File: src/rtl/ttt_router_pkg.sv
// Shared types for the TTT network router: FSM states, table entry layouts
// and the saturating token arithmetic used by the accumulator bank.
package ttt_router_pkg;

    typedef enum logic [2:0] {
        IDLE  = 3'd0,
        CLEAR = 3'd1,
        SRC   = 3'd2,
        TGT   = 3'd3,
        DONE  = 3'd4
    } state_t;

    // Table entries are unpacked into fixed-width fields so the types do not
    // depend on the router parameters; all instances use widths well below this.
    localparam int FIELD_BITS = 16;

    typedef struct packed {
        logic [FIELD_BITS-1:0] tgt_idx;
        logic                  bad;
        logic [FIELD_BITS-1:0] weight;
    } synapse_t;

    typedef struct packed {
        logic [FIELD_BITS-1:0] syn_start;
        logic [FIELD_BITS-1:0] syn_end;
    } range_t;

    function automatic int sat_add(input int acc, input int delta, input int bits);
        int lo;
        int hi;
        int sum;
        lo  = -(1 << (bits - 1));
        hi  = (1 << (bits - 1)) - 1;
        sum = acc + delta;
        if (sum > hi) begin
            sat_add = hi;
        end else if (sum < lo) begin
            sat_add = lo;
        end else begin
            sat_add = sum;
        end
    endfunction

endpackage

File: src/rtl/ttt_router_acc_bank.sv
// Per-target good/bad token accumulators with clear, saturating indexed add
// and a one-shot copy to the published output registers.
module ttt_router_acc_bank
    import ttt_router_pkg::*;
#(
    parameter int N  = 10,
    parameter int TB = 4,
    parameter int IW = 4,
    parameter int FW = 16
) (
    input  logic              clk,
    input  logic              rst,
    input  logic              clear,
    input  logic              add_en,
    input  logic              add_bad,
    input  logic [IW-1:0]     add_idx,
    input  logic [FW-1:0]     add_delta,
    input  logic              publish,
    output logic [N*TB-1:0]   good_out,
    output logic [N*TB-1:0]   bad_out
);

    logic [TB-1:0] good_acc [N];
    logic [TB-1:0] bad_acc  [N];

    always_ff @(posedge clk or posedge rst) begin
        if (rst) begin
            for (int i = 0; i < N; i++) begin
                good_acc[i] <= '0;
                bad_acc[i]  <= '0;
            end
        end else if (clear) begin
            for (int i = 0; i < N; i++) begin
                good_acc[i] <= '0;
                bad_acc[i]  <= '0;
            end
        end else if (add_en) begin
            // Indices at or beyond N match no entry, so such synapses are no-ops.
            for (int i = 0; i < N; i++) begin
                if (add_idx == IW'(i)) begin
                    if (add_bad) begin
                        bad_acc[i] <= TB'(sat_add(int'($signed(bad_acc[i])),
                                                  int'($signed(add_delta)), TB));
                    end else begin
                        good_acc[i] <= TB'(sat_add(int'($signed(good_acc[i])),
                                                   int'($signed(add_delta)), TB));
                    end
                end
            end
        end
    end

    always_ff @(posedge clk or posedge rst) begin
        if (rst) begin
            good_out <= '0;
            bad_out  <= '0;
        end else if (publish) begin
            for (int i = 0; i < N; i++) begin
                good_out[i*TB +: TB] <= good_acc[i];
                bad_out[i*TB +: TB]  <= bad_acc[i];
            end
        end
    end

endmodule

File: src/rtl/ttt_network_router.sv
// Event router: per step, scans every source's start/stop pair and accumulates
// signed, weighted token deltas into per-target good/bad outputs.
module ttt_network_router
    import ttt_router_pkg::*;
#(
    parameter int NUM_PROCESSORS  = 10,
    parameter int NEW_TOKENS_BITS = 4,
    parameter int NUM_SYNAPSES    = 32,
    parameter int WEIGHT_BITS     = 3,
    localparam int IDX_BITS = $clog2(NUM_PROCESSORS),
    localparam int SYN_BITS = $clog2(NUM_SYNAPSES + 1),
    localparam int AW = (IDX_BITS > SYN_BITS) ? IDX_BITS : SYN_BITS,
    localparam int PW = (2*SYN_BITS > IDX_BITS+1+WEIGHT_BITS) ? 2*SYN_BITS
                                                              : IDX_BITS+1+WEIGHT_BITS
) (
    input  logic                                  clk,
    input  logic                                  reset,
    input  logic                                  step,
    input  logic [2*NUM_PROCESSORS-1:0]           tstartstop,
    input  logic                                  prog_we,
    input  logic                                  prog_sel,
    input  logic [AW-1:0]                         prog_addr,
    input  logic [PW-1:0]                         prog_data,
    output logic [NUM_PROCESSORS*NEW_TOKENS_BITS-1:0] new_good_tokens,
    output logic [NUM_PROCESSORS*NEW_TOKENS_BITS-1:0] new_bad_tokens,
    output logic                                  enable,
    output logic                                  busy,
    output logic [2:0]                            state_dbg
);

    localparam int SA_BITS = (NUM_SYNAPSES > 1) ? $clog2(NUM_SYNAPSES) : 1;
    localparam int RNG_W   = 2 * SYN_BITS;
    localparam int SYN_W   = IDX_BITS + 1 + WEIGHT_BITS;

    state_t                      state;
    logic [2*NUM_PROCESSORS-1:0] snap;
    logic [IDX_BITS-1:0]         src_idx;
    logic [SYN_BITS-1:0]         syn_ptr;
    logic [SYN_BITS-1:0]         cur_end;
    logic                        cur_neg;
    logic [RNG_W-1:0]            range_mem [NUM_PROCESSORS];
    logic [SYN_W-1:0]            syn_mem   [NUM_SYNAPSES];

    logic                  src_start;
    logic                  src_stop;
    logic                  last_src;
    logic                  syn_in_range;
    logic                  tgt_valid;
    logic                  tgt_last;
    logic [SYN_BITS-1:0]   ptr_next;
    logic [FIELD_BITS-1:0] delta;
    range_t                cur_rng;
    synapse_t              cur_syn;

    function automatic synapse_t unpack_syn(input logic [SYN_W-1:0] raw);
        synapse_t s;
        s.tgt_idx = FIELD_BITS'(raw[SYN_W-1 -: IDX_BITS]);
        s.bad     = raw[WEIGHT_BITS];
        s.weight  = {{(FIELD_BITS-WEIGHT_BITS){raw[WEIGHT_BITS-1]}}, raw[WEIGHT_BITS-1:0]};
        return s;
    endfunction

    always_comb begin
        src_start = 1'b0;
        src_stop  = 1'b0;
        for (int i = 0; i < NUM_PROCESSORS; i++) begin
            if (src_idx == IDX_BITS'(i)) begin
                src_start = snap[2*i+1];
                src_stop  = snap[2*i];
            end
        end
        cur_rng.syn_start = FIELD_BITS'(range_mem[src_idx][SYN_BITS-1:0]);
        cur_rng.syn_end   = FIELD_BITS'(range_mem[src_idx][RNG_W-1:SYN_BITS]);
        last_src     = (src_idx == IDX_BITS'(NUM_PROCESSORS - 1));
        syn_in_range = (syn_ptr < SYN_BITS'(NUM_SYNAPSES));
        cur_syn      = unpack_syn(syn_mem[syn_ptr[SA_BITS-1:0]]);
        tgt_valid    = syn_in_range && (cur_syn.tgt_idx < FIELD_BITS'(NUM_PROCESSORS));
        delta        = cur_neg ? (~cur_syn.weight + 1'b1) : cur_syn.weight;
        ptr_next     = syn_ptr + 1'b1;
        tgt_last     = (ptr_next == cur_end) || (ptr_next >= SYN_BITS'(NUM_SYNAPSES));
    end

    always_ff @(posedge clk or posedge reset) begin
        if (reset) begin
            state   <= IDLE;
            snap    <= '0;
            src_idx <= '0;
            syn_ptr <= '0;
            cur_end <= '0;
            cur_neg <= 1'b0;
            enable  <= 1'b0;
            for (int i = 0; i < NUM_PROCESSORS; i++) range_mem[i] <= '0;
            for (int i = 0; i < NUM_SYNAPSES; i++)   syn_mem[i]   <= '0;
        end else begin
            enable <= 1'b0;
            case (state)
                IDLE: begin
                    if (prog_we) begin
                        if (!prog_sel && prog_addr < AW'(NUM_PROCESSORS))
                            range_mem[prog_addr[IDX_BITS-1:0]] <= prog_data[RNG_W-1:0];
                        if (prog_sel && prog_addr < AW'(NUM_SYNAPSES))
                            syn_mem[prog_addr[SA_BITS-1:0]] <= prog_data[SYN_W-1:0];
                    end
                    if (step) begin
                        snap  <= tstartstop;
                        state <= CLEAR;
                    end
                end
                CLEAR: begin
                    src_idx <= '0;
                    state   <= SRC;
                end
                SRC: begin
                    // start^stop is a non-zero sign; stop alone means negative.
                    if ((src_start ^ src_stop) && (cur_rng.syn_start < cur_rng.syn_end)) begin
                        syn_ptr <= SYN_BITS'(cur_rng.syn_start);
                        cur_end <= SYN_BITS'(cur_rng.syn_end);
                        cur_neg <= src_stop;
                        state   <= TGT;
                    end else if (last_src) begin
                        state <= DONE;
                    end else begin
                        src_idx <= src_idx + 1'b1;
                    end
                end
                TGT: begin
                    syn_ptr <= ptr_next;
                    if (tgt_last) begin
                        if (last_src) begin
                            state <= DONE;
                        end else begin
                            src_idx <= src_idx + 1'b1;
                            state   <= SRC;
                        end
                    end
                end
                DONE: begin
                    enable <= 1'b1;
                    state  <= IDLE;
                end
                default: state <= IDLE;
            endcase
        end
    end

    assign busy      = (state != IDLE);
    assign state_dbg = state;

    ttt_router_acc_bank #(
        .N  (NUM_PROCESSORS),
        .TB (NEW_TOKENS_BITS),
        .IW (IDX_BITS),
        .FW (FIELD_BITS)
    ) u_acc_bank (
        .clk       (clk),
        .rst       (reset),
        .clear     (state == CLEAR),
        .add_en    ((state == TGT) && tgt_valid),
        .add_bad   (cur_syn.bad),
        .add_idx   (IDX_BITS'(cur_syn.tgt_idx)),
        .add_delta (delta),
        .publish   (state == DONE),
        .good_out  (new_good_tokens),
        .bad_out   (new_bad_tokens)
    );

endmodule

File: config.mk
export PLATFORM = sky130hd
export DESIGN_NAME = ttt_network_router
export DESIGN_NICKNAME = d
export VERILOG_FILES = /design/src/rtl/ttt_router_pkg.sv /design/src/rtl/ttt_router_acc_bank.sv /design/src/rtl/ttt_network_router.sv
export SDC_FILE = /design/constraint.sdc
export NUM_CORES = 1
export LEC_CHECK = 0
export CAP_MARGIN = 20
export CORE_UTILIZATION = 35
export CTS_CLUSTER_SIZE = 12
export DETAILED_ROUTE_END_ITERATION = 12
export SYNTH_ARGS = -nofsm -noshare
export SYNTH_HDL_FRONTEND = slang
export SYNTH_SLANG_ARGS = --single-unit
File: constraint.sdc
create_clock -name clk -period 18.2 [get_ports clk]
set_input_delay 3.64 -clock clk [delete_from_list [all_inputs] [get_ports clk]]
set_output_delay 3.64 -clock clk [all_outputs]
set_load 0.02 [all_outputs]
---- Yosys cells after proc, flatten, opt, wreduce, memory -nomap -nowiden ----
Cells that the tools add are included.
storage, ports and cells
  register bits ........................... 577
  ROM bits ................................ 0
  memories kept ........................... 0
  output and inout bits ................... 85
  bits in latches ......................... 0
  bits of input ports ..................... 43
  RAM bits ................................ 0
cells by class
  add/subtract/negate cells ............... 23
  equal/unequal tests ..................... 29
  $lt $le $gt $ge ......................... 52
  div/mod/pow operators ................... 0
  bitwise operators ....................... 6
  multiplexer cells ....................... 130
  $mul .................................... 0
  reduce and logical (&&, ||, !) cells .... 54
  shifts and indexed selects .............. 0
operators by type and width
  operator                 count
  $add A4 B16 Y17          20
  $gt A17 B4 Y1 const B    20
  $lt A17 B4 Y1 const B    20
  $mux W4                  83
  $bwmux W256              1
  $mux W40                 4
  $bwmux W120              1
  $reduce_and A3 Y1        24
  $bmux W12 S4             1
  $demux W12 S4            1
  $bmux W8 S5              1
  $demux W8 S5             1
  $mux W12                 3
  $eq A4 B3 Y1 const B     8
  $reduce_bool A2 Y1       13
  $mux W8                  3
  $mux W1                  21
  $ge A6 B6 Y1 const B     3
  $add A16 B1 Y16 const B  1
  $eq A4 B2 Y1 const B     4
  $eq A4 B4 Y1 const B     4
  $mux W16                 1
  $not A16 Y16             1
  $mux W3                  5
  other kinds (31)         50

---- Longest topological paths before layout ----
Gate-level depths: netlist (run 1).
  word-level depth ........................ 15
  gate-level depth with buffers ........... 25

---- Hierarchy ----
Synthesis (run 1) repeated with hierarchy kept, for this count alone.
unflattened totals
  cells, all modules ...................... 4295
  area, all modules ....................... 43646.9 um2
modules (own cells, without submodules)
  module               cells each  times used  area an instance (um2)  sequential area each (um2)
  ttt_router_acc_bank  2978        1           24066.8                 4003.8
  ttt_network_router   1317        1           19580.0                 10435.0

---- Least setup slack after synthesis (run 1) ----
OpenSTA, ideal clock, no wires.
  path kind ............................... reg-to-reg
  start ................................... reg syn_ptr[1]
  end ..................................... reg u_acc_bank.bad_acc[26] (netlist name)
  arrival time ............................ 6.922 ns
  data required time ...................... 18.059 ns
  clock period less this slack ............ 7.064 ns
  path buffers ............................ 6
  path slack .............................. 11.136 ns
  cell stages (with the launch flop) ...... 22
  library setup time ...................... 0.141 ns
  cells stage by stage .................... dfrtp_1 buf_6 buf_6 buf_4 buf_1 buf_1 mux4_2 mux4_2 mux2i_1 ha_1 inv_1 a21oi_1 ha_1 clkbuf_1 and2_1 or2_1 a311oi_1 xnor2_1 or4_1 o41ai_1 or3_1 o221ai_1
between the ends
  longest elaborated chain between the ends .. 15
  elaborated cells on any way between the ends .. 25
  those cells by class .................... add/sub: 2; order compare: 4; eq/ne: 1; mux: 10; bitwise: 2; reduce/logical: 6
ends and longest elaborated chain
  what                                         RTL line                   source
  start, declared                              ttt_network_router.sv:38   logic [SYN_BITS-1:0] syn_ptr;
  start signal, assigned                       ttt_network_router.sv:116  syn_ptr <= SYN_BITS'(cur_rng.syn_start);
  start signal, assigned                       ttt_network_router.sv:127  syn_ptr <= ptr_next;
  $not A5 Y6 (implied by the code)             ttt_network_router.sv:76   cur_syn = unpack_syn(syn_mem[syn_ptr[SA_BITS-1:0]]);
  $bmux W8 S5                                  ttt_network_router.sv:76
  $mux W8 (implied by the code) (2 in series)  ttt_network_router.sv:76
  $not A16 Y16                                 ttt_network_router.sv:78   delta = cur_neg ? (~cur_syn.weight + 1'b1) : cur_syn.weight;
  $add A16 B1 Y16                              ttt_network_router.sv:78
  $mux W16                                     ttt_network_router.sv:78
  $add A4 B16 Y17                              ttt_router_pkg.sv:34       sum = acc + delta;
  $lt A17 B4 Y1                                ttt_router_pkg.sv:37       end else if (sum < lo) begin
  $mux W4                                      ttt_router_pkg.sv:37
  $mux W4                                      ttt_router_pkg.sv:35       if (sum > hi) begin
  $mux W4                                      ttt_router_acc_bank.sv:41  if (add_bad) begin
  $mux W4                                      ttt_router_acc_bank.sv:40  if (add_idx == IW'(i)) begin
  $mux W40                                     ttt_router_acc_bank.sv:37  end else if (add_en) begin
  $mux W40                                     ttt_router_acc_bank.sv:32  end else if (clear) begin
  end signal, assigned by index                ttt_router_acc_bank.sv:42  bad_acc[i] <= TB'(sat_add(int'($signed(bad_acc[i])),
  end, declared                                ttt_router_acc_bank.sv:24  logic [TB-1:0] bad_acc [N];
Parallel ways exist; a longest one is shown, timed or not. The select of a mux whose other input is x is not followed.
A chain may end at the register's enable or synchronous reset.

---- Worst setup path after layout (run 1) ----
  start ................................... reg syn_ptr[0]
  end ..................................... reg u_acc_bank.good_acc[36] (netlist name)
between the ends
  longest elaborated chain between the ends .. 15
  elaborated cells on any way between the ends .. 25
  those cells by class .................... add/sub: 2; order compare: 4; eq/ne: 1; mux: 10; bitwise: 2; reduce/logical: 6
ends and longest elaborated chain
  what                                         RTL line                   source
  $not A5 Y6 (implied by the code)             ttt_network_router.sv:76
  $bmux W8 S5                                  ttt_network_router.sv:76
  $mux W8 (implied by the code) (2 in series)  ttt_network_router.sv:76
  $not A16 Y16                                 ttt_network_router.sv:78
  $add A16 B1 Y16                              ttt_network_router.sv:78
  $mux W16                                     ttt_network_router.sv:78
  $add A4 B16 Y17                              ttt_router_pkg.sv:34
  $lt A17 B4 Y1                                ttt_router_pkg.sv:37
  $mux W4                                      ttt_router_pkg.sv:37
  $mux W4                                      ttt_router_pkg.sv:35
  $mux W4                                      ttt_router_acc_bank.sv:41
  $mux W4                                      ttt_router_acc_bank.sv:40
  $mux W40                                     ttt_router_acc_bank.sv:37
  $mux W40                                     ttt_router_acc_bank.sv:32
  end signal, assigned by index                ttt_router_acc_bank.sv:45  good_acc[i] <= TB'(sat_add(int'($signed(good_acc[i])),
  end, declared                                ttt_router_acc_bank.sv:23  logic [TB-1:0] good_acc [N];
Parallel ways exist; a longest one is shown, timed or not. The select of a mux whose other input is x is not followed.

==> key figures, run 1 <==
Status
  • Status: complete, no violations

Routing
  • Drt drc: 0
  • Wire per inst: 19.7 µm
  • Vias per inst: roughly 5.8
  • Routed vias: approximately 30000
  • Number of antenna-violating nets in the routed design: 0
  • Aggregate routed wire length: 102000 µm
  • Drt first-iter violations: approximately 2200
  • Drt pass-1 iters: 7

Synthesis
  • Synth Area in Adders: between 7 and 8%
  • Largest family of logic cells by synthesized area: multiplexers
  • Seq cells post-synth: between 500 and 600
  • Yosys warns: 0
  • Most frequent cell after synthesis: dfrtp_1
  • Post-synthesis simple-gate area fraction: about 12%
  • Primary FF master, synth: dfrtp_1
  • Unique cell type count in the Yosys netlist: between 80 and 90
  • Syn nets: about 4000
  • Compound-Gate Fraction of Synth Area: between 15 and 20%
  • Post-synthesis mux area share: a little over a fifth
  • Post-synth EDFFs: 0
  • Largest area contributor in the netlist: dfrtp_1
  • Post-Syn Instances: between 3000 and 4000
  • Post-synth ARST share: between 90% and 100%
  • Mapped Area: approximately 38000 µm²
  • Syn Area/Cell: 10.3 µm²
  • Top cells by area, synth: dfrtp_1, mux2_2, ha_1, mux4_2, a21oi_1
  • Top cells by count, synth: dfrtp_1, mux2_2, nor2_1
  • Yosys top cell area share: a little under two fifths
  • Synth Area in XOR/XNOR: under 10%
  • Post-synthesis sequential area ratio: 37.6%

Finish
  • Cell area after layout: between 40000 and 50000 µm²
  • Area growth syn-to-layout: 12.1%
  • Ratio of cells with drive above 1 in the final layout: 20.8%
  • Nets@finish: ~4000

Power and ir drop
  • Pwr Density: between 100 and 150 nW/µm²
  • Peak VDD IR: 62.4 µV
  • Leakage: slightly below 20 nW

Setup path
  • Crit path launch type: flop
  • WS Path Type: reg2reg
  • Critical Path RT: between 15000 and 20000 ps
  • Worst Setup End Kind: flop
  • R2R Setup Slk: around 11000 ps
  • Worst Reg-to-Reg Cells: 16
  • R2r endpoint: u_acc_bank.good_acc[36]
  • Crit Path Max Fanout: 39
  • Crit path arrival time: 7590 ps
  • Critical R2R Launch: syn_ptr[0]

Timing
  • Max frequency: around 140 MHz
  • Unrepaired setup endpoints after global routing: no
  • Setup TNS: 0 ps
  • Slew Limit Fails: 0
  • Slew @ Worst Pin: between 1000 and 1500 ps
  • Period utilisation layout: 38.6%
  • Min Tclk post-route: roughly 7000 ps
  • Skew final: approximately 31 ps
  • Slew margin rel.: between 20% and 30%
  • Fin. Hold Viols: 0
  • Final setup fails: 0

CTS
  • Hold_buf cts: 0
  • Post-CTS Setup Inserts: 0
  • Clock latency on the worst-skew pair: approximately 650 ps
  • CTS Sinks: roughly 580
  • CTS buffer count: 70
  • Htree depth: 3
  • CTS max path bufs: 3
  • Post-cts resize count: 0
  • CTS tree: done
  • Reg clk slew, reported paths: about 60 ps
  • CTS root buffer: clkbuf_16

GRT
  • Largest net degree at the start of global routing: roughly 180
  • Vias in the first global route: around 28000
  • First-pass GRT wire length: roughly 160000 µm
  • Total gr overflow: 0
  • Initial antenna violation count: 2
  • Total Routing Usage GR: ~18%

Floorplanning
  • Total die area: roughly 110000 µm²
  • Row count: roughly 120
  • Initial core utilization: a little over a third
  • # IOs: 128
  • CORE AREA: between 100000 and 150000 µm²
  • Die height: 333 µm
  • Die W: 333 µm

Placed design
  • Dpl cell area: around 41000 µm²
  • Post-DP HPWL: approximately 67000 µm
  • GPL Wtd Cong: a little over 0.9
  • I/O Buffers: about 130

Hold path
  • Hold path cells: 1
  • Worst Hold Class: reg2reg
  • Min-Delay Endpoint: syn_mem[205]
  • Min-Delay Startpoint: syn_mem[205]

Run
  • Max cap viols: 0
[critical path, stage by stage (launching register included)]
cell and delay, ps:
dfrtp_2 350, buf_4 540, mux4_2 610, mux4_2 490, mux2i_1 660, nor2b_1 700
a21oi_4 270, buf_4 360, ha_1 810, a21o_1 310, mux2_2 350, a211oi_1 330
o31ai_1 130, or4_1 410, o31ai_1 240, nand2_1 120, o21ai_0 200
[report_power, final]
part / internal [mW] / total (mW) / switching (mW)
combinational: 0.902 / 2.36 / 1.46
sequential: 1.39 / 1.52 / 0.131
clock: 0.774 / 1.37 / 0.595
[per-stage QoR]
stage | instances | utilization [%] | hold slack, ps | setup WS, ps | power (mW)
CTS | 5155 | 39.5 | 501 | 11160 | 5.28
global route | 5160 | 39.6 | 515 | 10730 | 5.61
floorplan | 3728 | - | 471 | 6700 | 3.31
global placement | 5035 | 37.5 | 481 | 10800 | 3.87
finish | 5163 | 39.6 | 497 | 11170 | 5.26
detailed placement | 5037 | 37.5 | 488 | 10800 | 3.88
[cells in the final DEF, fill, tap and decap left out, drive strengths merged, types with 80 or more instances in the layout]
cell type / instances
mux2i: 87
nor2: 270
a21oi: 237
clkbuf: 95
mux2: 496
dfrtp: 577
nand2: 195
ha: 193
clkdlybuf4s50: 127
nand3: 87
o21ai: 158
mux4: 80
[per-layer routing]
layer / track usage, % / up-vias / wire (µm) / part of all wire (%)
met4: 4.27 / 4 / 2050 / 2.0
met5: 0 / - / 23 / 0.023
met2: 28.4 / 696 / 46000 / 45
li1: - / 14000 / - / -
met1: 26.3 / 14900 / 48900 / 48
met3: 2.52 / 140 / 4550 / 4.5
[sequential cells by signal, indices dropped and copies added (netlist names)]
signal and cells:
cur_end 6, cur_neg 1, enable 1, range_mem 120, snap 20, src_idx 4
state_dbg 3, syn_mem 256, syn_ptr 6, u_acc_bank.bad_acc 40, u_acc_bank.bad_out 40, u_acc_bank.good_acc 40
u_acc_bank.good_out 40
[worst max path at each step]
stage                     startpoint  cells past startpoint  slack, ps                 endpoint
after CTS                 syn_ptr[0]                     16      11160  u_acc_bank.good_acc[36]
after global routing      syn_ptr[0]                     16      10730  u_acc_bank.good_acc[36]
after floorplan                reset                      1       6700               cur_end[0]
after detailed placement       reset                      5      10800            range_mem[77]
final                     syn_ptr[0]                     16      11170  u_acc_bank.good_acc[36]
after global placement         reset                      5      10800            range_mem[89]
[cells by family after synthesis]
kind of cell               count (synthesis)
muxes                                    663
and+or+nand+nor                          900
DFF                                      577
adders and majority gates                213
buffers and inverters                    342
AOI/OAI and AO/OA                        951
xor gates and xnor gates                  82
[final cells by class]
class	instances	area, µm²
Timing Repair Buffer	167	1620
Clock buffer	95	1950
Antenna cell	3	7.51
Clock inverter	23	279
Sequential cell	577	14400
Tap cell	1414	1770
Inverter	75	285
Fill cell	10500	65800
Multi-Input combinational cell	2809	22800
No activity file was read; power rests on OpenSTA's default activity.
==> run 2: changes to the inputs <==
clock period = 6.2 ns   (was 18.2 ns; I/O delays follow)
==> run 2 against run 1 <==
Net effect: via count rose by 1.1%; hold slack barely moved; register-to-register slack got worse by 11000 ps; cell count rose by 0.89%; wire length barely moved.
==> key figures, run 2 (synthesized netlist as in run 1, its figures left out) <==
Status
  • Status: complete, no violations (unchanged)

Setup path
  • Critical R2R Launch: syn_ptr[1] (was syn_ptr[0])
  • Worst path cell trace: mux4_2 -> mux4_2 -> mux2i_1 -> buf_4 -> ha_1 -> inv_1 -> a21oi_4 -> buf_4 -> ha_1 -> nand2_1 -> nor2_1 -> o2bb2ai_1 -> o311ai_0 -> nor3_1 -> a41oi_1 -> a2111oi_0 -> nor2_1 (was buf_4 -> mux4_2 -> mux4_2 -> mux2i_1 -> nor2b_1 -> a21oi_4 -> buf_4 -> ha_1 -> a21o_1 -> mux2_2 -> a211oi_1 -> o31ai_1 -> or4_1 -> o31ai_1 -> nand2_1 -> o21ai_0)
  • Worst Reg-to-Reg Cells: 17 (was 16)
  • R2r endpoint: u_acc_bank.good_acc[30] (was u_acc_bank.good_acc[36])
  • Crit path launch type: flop (unchanged)
  • Critical Path RT: 6680 ps (was 18750 ps)
  • WS Path Type: reg2reg (unchanged)
  • CP max stage delay: 760 ps (was 810 ps)
  • Worst Setup End Kind: flop (unchanged)
  • R2R Setup Slk: 380 ps (was 11170 ps)
  • Crit-path slowest cell: dfrtp_4 (was ha_1)
  • Crit path arrival time: 6310 ps (was 7590 ps)
  • Crit Path Max Fanout: 36 (was 39)

Finish
  • Ant. Diodes: 0 (was 3)
  • Commonest cells after routing, fill and taps aside: dfrtp_1, mux2_2, nor2_1 (unchanged)
  • Leading cell type in the layout, fill and taps excluded: dfrtp_1 (unchanged)
  • Ratio of cells with drive above 1 in the final layout: 21.8% (was 20.8%)
  • Area growth syn-to-layout: 13.1% (was 12.1%)
  • Largest registers: syn_mem (256), range_mem (120) (unchanged)
  • Largest reg by FF count: syn_mem (unchanged)
  • Cell area after layout: 43500 µm² (was 43100 µm²)
  • Max reg flops: 256 (unchanged)
  • Post-Layout Cell Count: 5209 (was 5163)
  • Final Util: 40.0% (was 39.6%)
  • Nets@finish: 4003 (was 3956)

CTS
  • CTS tree: done (unchanged)
  • Hold_buf cts: 0 (unchanged)
  • CTS Sinks: 577 (unchanged)
  • CTS buffer count: 68 (was 70)
  • Reg clk slew, reported paths: 60 ps (about the same)
  • Htree depth: 3 (unchanged)
  • Clock latency on the worst-skew pair: 630 ps (was 650 ps)
  • Post-CTS Setup Inserts: 0 (unchanged)
  • CTS root buffer: clkbuf_16 (unchanged)
  • CTS max path bufs: 3 (unchanged)

GRT
  • Vias in the first global route: 29100 (was 28500)
  • Largest net degree at the start of global routing: 170 (was 182)
  • Total gr overflow: 0 (unchanged)
  • Initial antenna violation count: 3 (was 2)
  • Total Routing Usage GR: 18.0% (was 18.1%)
  • First-pass GRT wire length: 164000 µm (about the same)

Placed design
  • Post-DP HPWL: 69400 µm (was 67400 µm)
  • Pre-CTS setup slack: 512 ps (was 10800 ps)
  • I/O Buffers: 127 (unchanged)
  • Placed insts: 5090 (was 5037)
  • Dpl cell area: 41300 µm² (was 40800 µm²)
  • GPL Wtd Cong: 0.934 (was 0.907)

Run
  • Max cap viols: 0 (unchanged)

Power and ir drop
  • Leakage: 19.9 nW (was 19.7 nW)
  • Pwr Total: 15.6 mW (was 5.26 mW)
  • Peak VDD IR: 181 µV (was 62.4 µV)
  • Pwr Density: 359 nW/µm² (was 122 nW/µm²)

Hold path
  • Hold path cells: 1 (unchanged)
  • Min-Delay Startpoint: syn_mem[126] (was syn_mem[205])
  • Worst Hold Class: reg2reg (unchanged)
  • Min-Delay Endpoint: syn_mem[126] (was syn_mem[205])

Timing
  • Fin. Hold Viols: 0 (unchanged)
  • Period utilisation layout: 93.9% (was 38.6%)
  • Unrepaired setup endpoints after global routing: no (unchanged)
  • Final setup fails: 0 (unchanged)
  • Max frequency: 172 MHz (was 142 MHz)
  • Setup TNS: 0 ps (unchanged)
  • Slew margin rel.: 21.9% (was 26.3%)
  • Min Tclk post-route: 5820 ps (was 7030 ps)
  • Slew @ Worst Pin: 1170 ps (was 1100 ps)
  • Slew Limit Fails: 0 (unchanged)
  • Skew final: 46.7 ps (was 30.8 ps)
  • Setup slack after layout: 375 ps (was 11170 ps)
  • Fin Hold WS: 496 ps (was 497 ps)

Routing
  • WL met3: 5040 µm (was 4550 µm)
  • Wire per inst: 19.5 µm (was 19.7 µm)
  • Routed vias: 30000 (was 29700)
  • WL met2: 46700 µm (was 46000 µm)
  • Drt drc: 0 (unchanged)
  • Number of antenna-violating nets in the routed design: 0 (unchanged)
  • Wire length on met1: 47700 µm (was 48900 µm)
  • Drt first-iter violations: 2515 (was 2235)
  • Vias per inst: 5.77 (was 5.76)
  • Aggregate routed wire length: 102000 µm (about the same)
  • Uppermost layer routed: met5 (unchanged)
  • Drt pass-1 iters: 6 (was 7)

Floorplanning
  • CORE AREA: 109000 µm² (unchanged)
  • Die height: 333 µm (unchanged)
  • # IOs: 128 (unchanged)
  • Row count: 121 (unchanged)
  • Total die area: 111000 µm² (unchanged)
  • Initial core utilization: 35.3% (unchanged)
  • Die W: 333 µm (unchanged)
==> run 2: power breakdown <==
| group | total [mW] | switching [mW] | internal (mW) | leakage [nW] |
|---|---|---|---|---|
| registers | 4.55 | 0.467 | 4.08 | 7.95 |
| logic | 7.09 | 4.24 | 2.85 | 10.9 |
| clock network | 3.96 | 1.67 | 2.29 | 1.07 |
| total | 15.6 | 6.38 | 9.22 | 19.9 |
==> run 2: critical path, delay by kind of cell, from the launching register on <==
family / cells / cell delay (ps)
flip-flops: 1 / 760
AO/OA/AOI/OAI: 5 / 1790
AND/OR/NAND/NOR: 4 / 600
buffers and inverters: 3 / 630
adder cells (fa/ha/maj): 2 / 590
multiplexers: 3 / 1260
==> run 2: per-layer routing <==
layer	up-vias	GRT usage, %
met2	815	29.1
met4	2	4.65
met3	139	2.76
met1	15000	25.1
li1	14100	-
met5	-	0
==> run 2: worst max-delay path by stage <==
| stage | slack [ps] | from | to |
|---|---|---|---|
| 3_5_place_dp | 510 | syn_ptr[0] | u_acc_bank.bad_acc[14] |
| 4_1_cts | 490 | syn_ptr[0] | u_acc_bank.bad_acc[14] |
| 3_3_place_gp | 540 | syn_ptr[0] | u_acc_bank.bad_acc[14] |
| 2_1_floorplan | -2900 | reset | cur_end[0] |
| 5_1_grt | 60 | syn_ptr[0] | u_acc_bank.bad_acc[21] |
| 6_report | 380 | syn_ptr[1] | u_acc_bank.good_acc[30] |
==> run 2: cell type report <==
| type | instances | area [µm²] |
|---|---|---|
| fillers | 10400 | 65400 |
| multi-input cells | 2809 | 22800 |
| flip-flops and latches | 577 | 14400 |
| repair buffers | 216 | 2060 |
| clock buffers | 94 | 1900 |
| well taps | 1414 | 1770 |
| clock inverters | 24 | 289 |
| inverters | 75 | 285 |
==> run 2: repair_timing <==
action,4_1_cts,5_1_grt
gates resized for setup,0,1
setup endpoints to repair,0,1
endpoints found under the hold margin,0,0
